--- config.mk ---
export PLATFORM = sky130hd
export DESIGN_NAME = pulse_sched_fifo
export DESIGN_NICKNAME = d
export VERILOG_FILES = /design/src/rtl/pulse_sched_fifo.sv
export SDC_FILE = /design/constraint.sdc
export NUM_CORES = 1
export LEC_CHECK = 0
export CORE_MARGIN = 4
export CORE_UTILIZATION = 50
export DETAILED_ROUTE_END_ITERATION = 10
export DONT_BUFFER_PORTS = 1
export PLACE_DENSITY_LB_ADDON = 0.3
export SYNTH_ARGS = -nofsm -noshare
export SYNTH_HDL_FRONTEND = slang
export SYNTH_SLANG_ARGS = --single-unit
--- constraint.sdc ---
create_clock -name clk -period 15 [get_ports clk]
set_clock_uncertainty 0.05 [all_clocks]
set_input_delay 1.5 -clock clk [delete_from_list [all_inputs] [get_ports clk]]
set_output_delay 1.5 -clock clk [all_outputs]
set_load 0.02 [all_outputs]
--- src/rtl/pulse_sched_fifo.sv ---
// pulse_sched_fifo: time-tagged pulse command queue releasing each command when cur_time reaches its trigger.
module pulse_sched_fifo #(
  parameter int PHASE_WIDTH    = 17,
  parameter int FREQ_WIDTH     = 9,
  parameter int AMP_WIDTH      = 16,
  parameter int ENV_WORD_WIDTH = 24,
  parameter int CFG_WIDTH      = 4,
  parameter int TIME_WIDTH     = 32,
  parameter int FIFO_DEPTH     = 8
) (
  input  logic                          clk,
  input  logic                          reset,
  input  logic                          cstrobe_in,
  input  logic [PHASE_WIDTH-1:0]        phase_in,
  input  logic [FREQ_WIDTH-1:0]         freq_in,
  input  logic [AMP_WIDTH-1:0]          amp_in,
  input  logic [ENV_WORD_WIDTH-1:0]     env_word_in,
  input  logic [CFG_WIDTH-1:0]          cfg_in,
  input  logic [TIME_WIDTH-1:0]         trig_time_in,
  input  logic [TIME_WIDTH-1:0]         cur_time,
  input  logic                          flush,
  output logic [PHASE_WIDTH-1:0]        phase,
  output logic [FREQ_WIDTH-1:0]         freq,
  output logic [AMP_WIDTH-1:0]          amp,
  output logic [ENV_WORD_WIDTH-1:0]     env_word,
  output logic [CFG_WIDTH-1:0]          cfg,
  output logic                          cstrobe,
  output logic [$clog2(FIFO_DEPTH):0]   count,
  output logic                          full,
  output logic                          empty,
  output logic                          overflow_err,
  output logic                          late_err
);
  localparam int AW = $clog2(FIFO_DEPTH);
  localparam int PW = ENV_WORD_WIDTH + PHASE_WIDTH + FREQ_WIDTH + AMP_WIDTH + CFG_WIDTH;
  localparam int EW = TIME_WIDTH + PW;
  logic [EW-1:0]         r_mem [FIFO_DEPTH];
  logic [AW-1:0]         r_wptr, r_rptr;
  logic [EW-1:0]         w_head;
  logic [TIME_WIDTH-1:0] w_wait, w_lead;
  logic                  w_pop, w_push, w_drop;
  assign w_head = r_mem[r_rptr];
  // Sign bit of the modular difference gives a wrap-safe half-range compare
  assign w_wait = cur_time - w_head[EW-1 -: TIME_WIDTH];
  assign w_lead = trig_time_in - cur_time;
  assign w_pop  = !flush && !empty && !w_wait[TIME_WIDTH-1];
  assign w_push = cstrobe_in && !flush && (!full || w_pop);
  assign w_drop = cstrobe_in && !flush && full && !w_pop;
  assign full   = count == (AW+1)'(FIFO_DEPTH);
  assign empty  = count == '0;
  always_ff @(posedge clk)
    if (w_push) r_mem[r_wptr] <= {trig_time_in, env_word_in, phase_in, freq_in, amp_in, cfg_in};
  always_ff @(posedge clk or posedge reset)
    if (reset) begin
      r_wptr       <= '0;
      r_rptr       <= '0;
      count        <= '0;
      cstrobe      <= 1'b0;
      overflow_err <= 1'b0;
      late_err     <= 1'b0;
      {env_word, phase, freq, amp, cfg} <= '0;
    end else if (flush) begin
      r_wptr       <= '0;
      r_rptr       <= '0;
      count        <= '0;
      cstrobe      <= 1'b0;
      overflow_err <= 1'b0;
      late_err     <= 1'b0;
    end else begin
      cstrobe <= w_pop;
      count   <= count + (AW+1)'(w_push) - (AW+1)'(w_pop);
      if (w_push) r_wptr <= r_wptr + 1'b1;
      if (w_pop) begin
        r_rptr <= r_rptr + 1'b1;
        {env_word, phase, freq, amp, cfg} <= w_head[PW-1:0];
      end
      if (w_drop) overflow_err <= 1'b1;
      if (w_push && w_lead[TIME_WIDTH-1]) late_err <= 1'b1;
    end
endmodule

==> flow_metrics.py, run 1 <==
metrics = {
    "place": {
        "gp_congestion": 0.762,
        "portBuffers": 0,
        "place_inst": 2559,
        "dp_hpwl_um": 42000,
    },
    "sta": {
        "hold_viol": 0,
        "max_slew_margin": 0.236,
        "fin_crit_ns": 6.98,
        "tns_ns": 0,
        "timing.fmax_mhz": 143,
        "max_slew.worst_pin.slew_ns": 1.15,
        "final.period_utilization": 0.465,
        "drv_slew": 0,
        "setup_viol": 0,
        "rsz0062_at_grt": "false",
    },
    "floorplan": {
        "coreArea_um2": 70000,
        "die_w_um": 274,
        "io_pins": 217,
        "start_util": 0.505,
        "rows": 97,
        "die_y_um": 274,
        "dieArea_um2": 75000,
    },
    "setup_path": {
        "cp_data_arrival_time_ns": 7.16,
        "ff2ff_setup_slack_ns": 8.02,
        "critPathKind": "reg2reg",
        "cp_max_fo": 64,
        "cp-end-kind": "flop",
        "critPathLaunchType": "flop",
        "crit_required_ns": 15.18,
    },
    "logic_synthesis": {
        "synth.most_common_cell": "edfxtp_1",
        "synth_seq_cells": 899,
        "yosys-top-cells-area": "edfxtp_1 69%, mux4_2 13%, dfrtp_1 5.9%, mux2i_1 2.9%, ha_1 2.4%",
        "synth_edf_count": 816,
        "synth_cells": 1677,
        "synth.yosys.warnings": 0,
        "synthFlopType": "edfxtp_1",
        "syn-num-nets": 1883,
        "async_flop_share": 0.0923,
        "ys_types": 47,
        "syn-cell-area_um2": 35300,
        "synth_top_area_share": 0.693,
        "avgSynthCellArea_um2": 21.1,
        "netlist_top_cells_count": "816 x edfxtp_1, 204 x mux4_2, 104 x mux2i_1",
        "yosysSeqAreaShare": 0.752,
        "synth_top_area_cell": "edfxtp_1",
    },
    "route": {
        "routed_wirelength_um": 71300,
        "drc": 0,
        "first_iter_violations": 1322,
        "wl_per_cell_um": 26.2,
        "vias": 15795,
        "vias_per_cell": 5.81,
        "ant_nets": 0,
        "dr.pass1.iters": 5,
    },
    "cts": {
        "root_buffer": "clkbuf_16",
        "cts_tree": "done",
        "cts_buffer_depth": 3,
        "cts.sinks": 899,
        "cts_buffers": 87,
        "cts.clk_slew.worst_paths_ns": 0.06,
        "holdBufCountCts": 0,
        "postCtsSetupBuffers": 0,
        "h-tree-depth": 3,
        "post_cts_resize_count": 0,
        "clock_latency_ns": 0.62,
    },
    "global_routing": {
        "grt_pass1_wl_um": 107000,
        "grt_pass1_vias": 16723,
        "grt-ovfl-total": 0,
        "grt_util_all_layers": 0.193,
        "grt_max_degree": 155,
        "grt_antenna_before_repair": 0,
    },
    "finish": {
        "layout.cells.non_filler": 2720,
        "layout.nets": 1914,
        "drive_gt1_frac": 0.246,
        "syn_to_final_growth_pct": 10.9,
        "antenna_cells": 0,
    },
    "job": {
        "maxCapViolCount": 0,
    },
    "power": {
        "leakagePower_uw": 0.0124,
        "p_per_area_nw_per_um2": 160,
        "max-vdd-ir-drop_mv": 0.140,
        "power.total_uw": 6260,
    },
    "min_path": {
        "hp-class": "reg2reg",
    },
    "status": {
        "status": "finished clean",
    },
}
==> placed cells by master, fill, tap and decap left out, drive strengths merged, types with 2 or more instances in the layout <==
master,synthesis,layout
mux2i,104,104
nand3,4,4
and3,6,6
a221oi,4,4
a31oi,2,2
and4,3,3
nand2,16,16
nand2b,3,3
clkbuf,45,122
a21o,12,12
nor2,90,90
ha,67,67
a211oi,3,3
nand4,9,9
xnor2,3,3
nor2b,2,2
clkinvlp,0,6
dfrtp,83,83
o21ai,9,9
a21oi,84,84
mux4,204,204
buf,31,18
edfxtp,816,816
and2,5,5
nor3,5,5
inv,39,42
or2,2,2
o21a,4,4
bufinv,0,6
xor2,5,5
clkinv,0,24
o211ai,4,4
==> final cells by class <==
type	count	area, um2
fill	5162	30800
sequential	899	26600
multi-input combinational	663	8290
clock buffer	122	2460
tap	940	1180
clock inverter	39	375
inverter	39	149
timing repair buffer	18	148
==> routing by layer <==
layer  track usage  share of wire  up-vias
met4        0.0599          0.025        0
li1              -              -     6916
met5             0              0        -
met1         0.246           0.38     8369
met3        0.0439          0.066       98
met2         0.332           0.53      412
==> kinds of logic after synthesis <==
| group | Yosys count | share of synthesized area |
|---|---|---|
| simple gates | 148 | 0.0187 |
| xor+xnor | 8 | 0.00198 |
| fa+ha+maj | 68 | 0.0243 |
| compound gates | 131 | 0.0291 |
| buf+inv | 115 | 0.0142 |
| mux | 308 | 0.159 |
| flops | 899 | 0.752 |
==> critical path, cell delays in order (launching register included) <==
cell,delay (ns)
dfrtp_4,0.83
buf_4,0.83
mux4_2,0.59
mux2i_1,0.45
ha_1,0.35
nand2_1,0.08
nor3_1,0.10
a221oi_1,0.54
a31o_1,0.32
and3_1,0.32
nor2_2,0.13
a21oi_1,0.29
and2_4,0.60
buf_4,0.89
==> report_power, final <==
part | switching, uW | internal (uW) | total [uW]
combinational | 511 | 452 | 963
clock | 884 | 1250 | 2140
sequential | 247 | 2910 | 3150
total | 1640 | 4610 | 6260
==> registers in the layout (all words and copies together) (netlist names) <==
register,cells
overflow_err,1
late_err,1
count,4
env_word,24
amp,16
cfg,4
phase,17
r_rptr,3
r_mem,816
cstrobe,1
r_wptr,3
freq,9
==> final timing paths <==
kind / from / to / cells past startpoint
worst max-delay path: r_rptr[0] / r_mem[0][94] / 13
worst min-delay path: r_wptr[0] / r_wptr[0] / 2
worst max register to register: r_rptr[0] / r_mem[0][94] / 13
worst min register to register: r_wptr[0] / r_wptr[0] / 2
max in group asynchronous: reset / r_rptr[2] / 2
min in group asynchronous: reset / cfg[3] / 1
==> per-stage QoR <==
stage               utilization  hold slack, ns  setup slack [ns]  area (um2)
floorplan                     -           0.506              8.22       35300
global placement          0.519           0.541              7.86       36400
detailed placement        0.519           0.550              7.87       36400
CTS                       0.560           0.558              7.80       39200
global route              0.560           0.586              7.50       39200
finish                    0.560           0.562              8.02       39200
Power figures use the tool's default switching activity.
==> run 2, diff against run 1 <==
==> constraint.sdc (replaced) <==
create_clock -name clk -period 5.75 [get_ports clk]
set_clock_uncertainty 0.05 [all_clocks]
set_input_delay 0.575 -clock clk [delete_from_list [all_inputs] [get_ports clk]]
set_output_delay 0.575 -clock clk [all_outputs]
set_load 0.02 [all_outputs]
==> flow_metrics.py, run 2 (synthesized netlist as in run 1, its figures left out) <==
metrics = {
    "status": {
        "status": "finished clean",
    },
    "global_routing": {
        "grt_pass1_vias": 17731,
        "grt_antenna_before_repair": 5,
        "grt-ovfl-total": 0,
        "grt_util_all_layers": 0.201,
        "grt_pass1_wl_um": 112000,
        "grt_max_degree": 139,
    },
    "route": {
        "vias": 16502,
        "ant_nets": 0,
        "dr.pass1.iters": 8,
        "routed_wirelength_um": 73900,
        "first_iter_violations": 1160,
        "vias_per_cell": 5.77,
        "drc": 0,
        "wl_per_cell_um": 25.8,
    },
    "cts": {
        "cts.sinks": 899,
        "cts_buffers": 93,
        "h-tree-depth": 3,
        "postCtsSetupBuffers": 0,
        "post_cts_resize_count": 0,
        "cts.clk_slew.worst_paths_ns": 0.06,
        "cts_buffer_depth": 3,
        "cts_tree": "done",
        "root_buffer": "clkbuf_16",
        "clock_latency_ns": 0.64,
    },
    "setup_path": {
        "path_cells": "buf_4 > mux4_2 > mux2i_1 > ha_1 > a22oi_1 > o211ai_1 > a311oi_1 > o31a_1 > and3_1 > nor2_2 > a21oi_1 > and3_4 > buf_4",
        "slowest_stage": "dfrtp_4",
        "path_common_cell": "buf_4",
        "critPathKind": "reg2reg",
        "critPathLaunchType": "flop",
        "critPathBufInv": 2,
        "critPathTopFamily": "compound AO/OA/AOI/OAI gates",
        "cp_max_fo": 20,
        "cp_data_arrival_time_ns": 5.34,
        "cp-end-kind": "flop",
        "crit_required_ns": 6.03,
        "slowest_delay_ns": 0.67,
    },
    "finish": {
        "syn_to_final_growth_pct": 16.0,
        "final_common_cell": "edfxtp_1",
        "layout.nets": 2042,
        "largest_reg_flops": 816,
        "final_cell_mix": "816 x edfxtp_1, 204 x mux4_2, 104 x mux2i_1, 104 x dlygate4sd3_1, 93 x clkbuf_16",
        "drive_gt1_frac": 0.248,
        "final_cell_area_um2": 41000,
        "nFillCells": 5055,
        "final_util": 0.586,
        "top_register": "r_mem",
    },
    "job": {
        "maxCapViolCount": 0,
    },
    "floorplan": {
        "die_w_um": 274,
        "rows": 97,
        "die_y_um": 274,
        "io_pins": 217,
        "start_util": 0.505,
        "dieArea_um2": 75000,
        "coreArea_um2": 70000,
    },
    "sta": {
        "fin_crit_ns": 5.06,
        "max_slew.worst_pin.slew_ns": 1.12,
        "setup_viol": 0,
        "timing.hold.ws_ns": 0.0703,
        "max_slew_margin": 0.253,
        "rsz0062_at_grt": "false",
        "timing.fmax_mhz": 198,
        "final.period_utilization": 0.879,
        "drv_slew": 0,
        "hold_viol": 0,
        "tns_ns": 0,
    },
    "power": {
        "leakagePower_uw": 0.0131,
        "max-vdd-ir-drop_mv": 0.395,
        "p_per_area_nw_per_um2": 417,
    },
    "place": {
        "dp_hpwl_um": 41800,
        "place_area_um2": 36800,
        "gp_congestion": 0.757,
        "portBuffers": 0,
    },
    "min_path": {
        "hp-class": "in2reg",
    },
}
==> run 2: cell count changes in the layout (fill, tap and decap cells not counted), sizes merged <==
cell and change:
dlygate4sd3 +104, buf +18, clkinv +12, clkbuf -9, bufinv +8, diode +4
inv +2, clkinvlp +1
==> run 2: stage by stage <==
step                std cells  power [uW]  worst slack, ns
detailed placement       2577       11000            0.679
global route             2857       17900            0.291
CTS                      2856       17300            0.640
global placement         2577       10900            0.760
floorplan                1677       10300            0.126
finish                   2860       17100            0.695
==> run 2: final timing paths <==
| check | start | to | slack, ns | cells after the start |
|---|---|---|---|---|
| min in group asynchronous | reset | phase[11] | 0.43 | 2 |
| worst max register to register | r_rptr[0] | r_mem[2][91] | 0.69 | 13 |
| max in group asynchronous | reset | r_rptr[1] | 3.94 | 3 |
| worst min-delay path | cstrobe_in | overflow_err | 0.07 | 2 |
| worst max-delay path | r_rptr[0] | r_mem[2][91] | 0.69 | 13 |
| worst min register to register | r_wptr[0] | r_wptr[0] | 0.57 | 2 |
==> run 2: layout make-up <==
class | count | area [um2] | share of cell area
sequential | 899 | 26600 | 0.649
multi-input combinational | 663 | 8290 | 0.202
clock buffer | 113 | 2440 | 0.0596
timing repair buffer | 140 | 1600 | 0.0390
tap | 940 | 1180 | 0.0287
clock inverter | 62 | 744 | 0.0182
inverter | 39 | 149 | 0.00363
antenna | 4 | 10.0 | 0.000244
==> run 2: worst register-to-register path, cell delays in order (launching register included) <==
cell,delay [ns]
dfrtp_4,0.67
buf_4,0.36
mux4_2,0.54
mux2i_1,0.18
ha_1,0.29
a22oi_1,0.21
o211ai_1,0.12
a311oi_1,0.41
o31a_1,0.28
and3_1,0.32
nor2_2,0.13
a21oi_1,0.30
and3_4,0.59
buf_4,0.31
==> run 2: timing repair <==
action / in CTS / in global routing
setup endpoints to repair: 0 / 0
endpoints found under the hold margin: 863 / 0
hold buffers: 104 / 0
==> run 2: report_power, final <==
part           internal, uW  switching [uW]  leakage (uW)
Clock                  3680            2460       0.00155
Combinational          1270            1450       0.00329
Sequential             7580             629       0.00831
Total                 12500            4550        0.0131
==> run 2: layer usage <==
layer,track usage,share of wire,vias to the layer above
met5,0,0.00018,-
met4,0.0550,0.024,2
met3,0.0436,0.060,108
met2,0.338,0.51,445
met1,0.269,0.41,8747
li1,-,-,7200
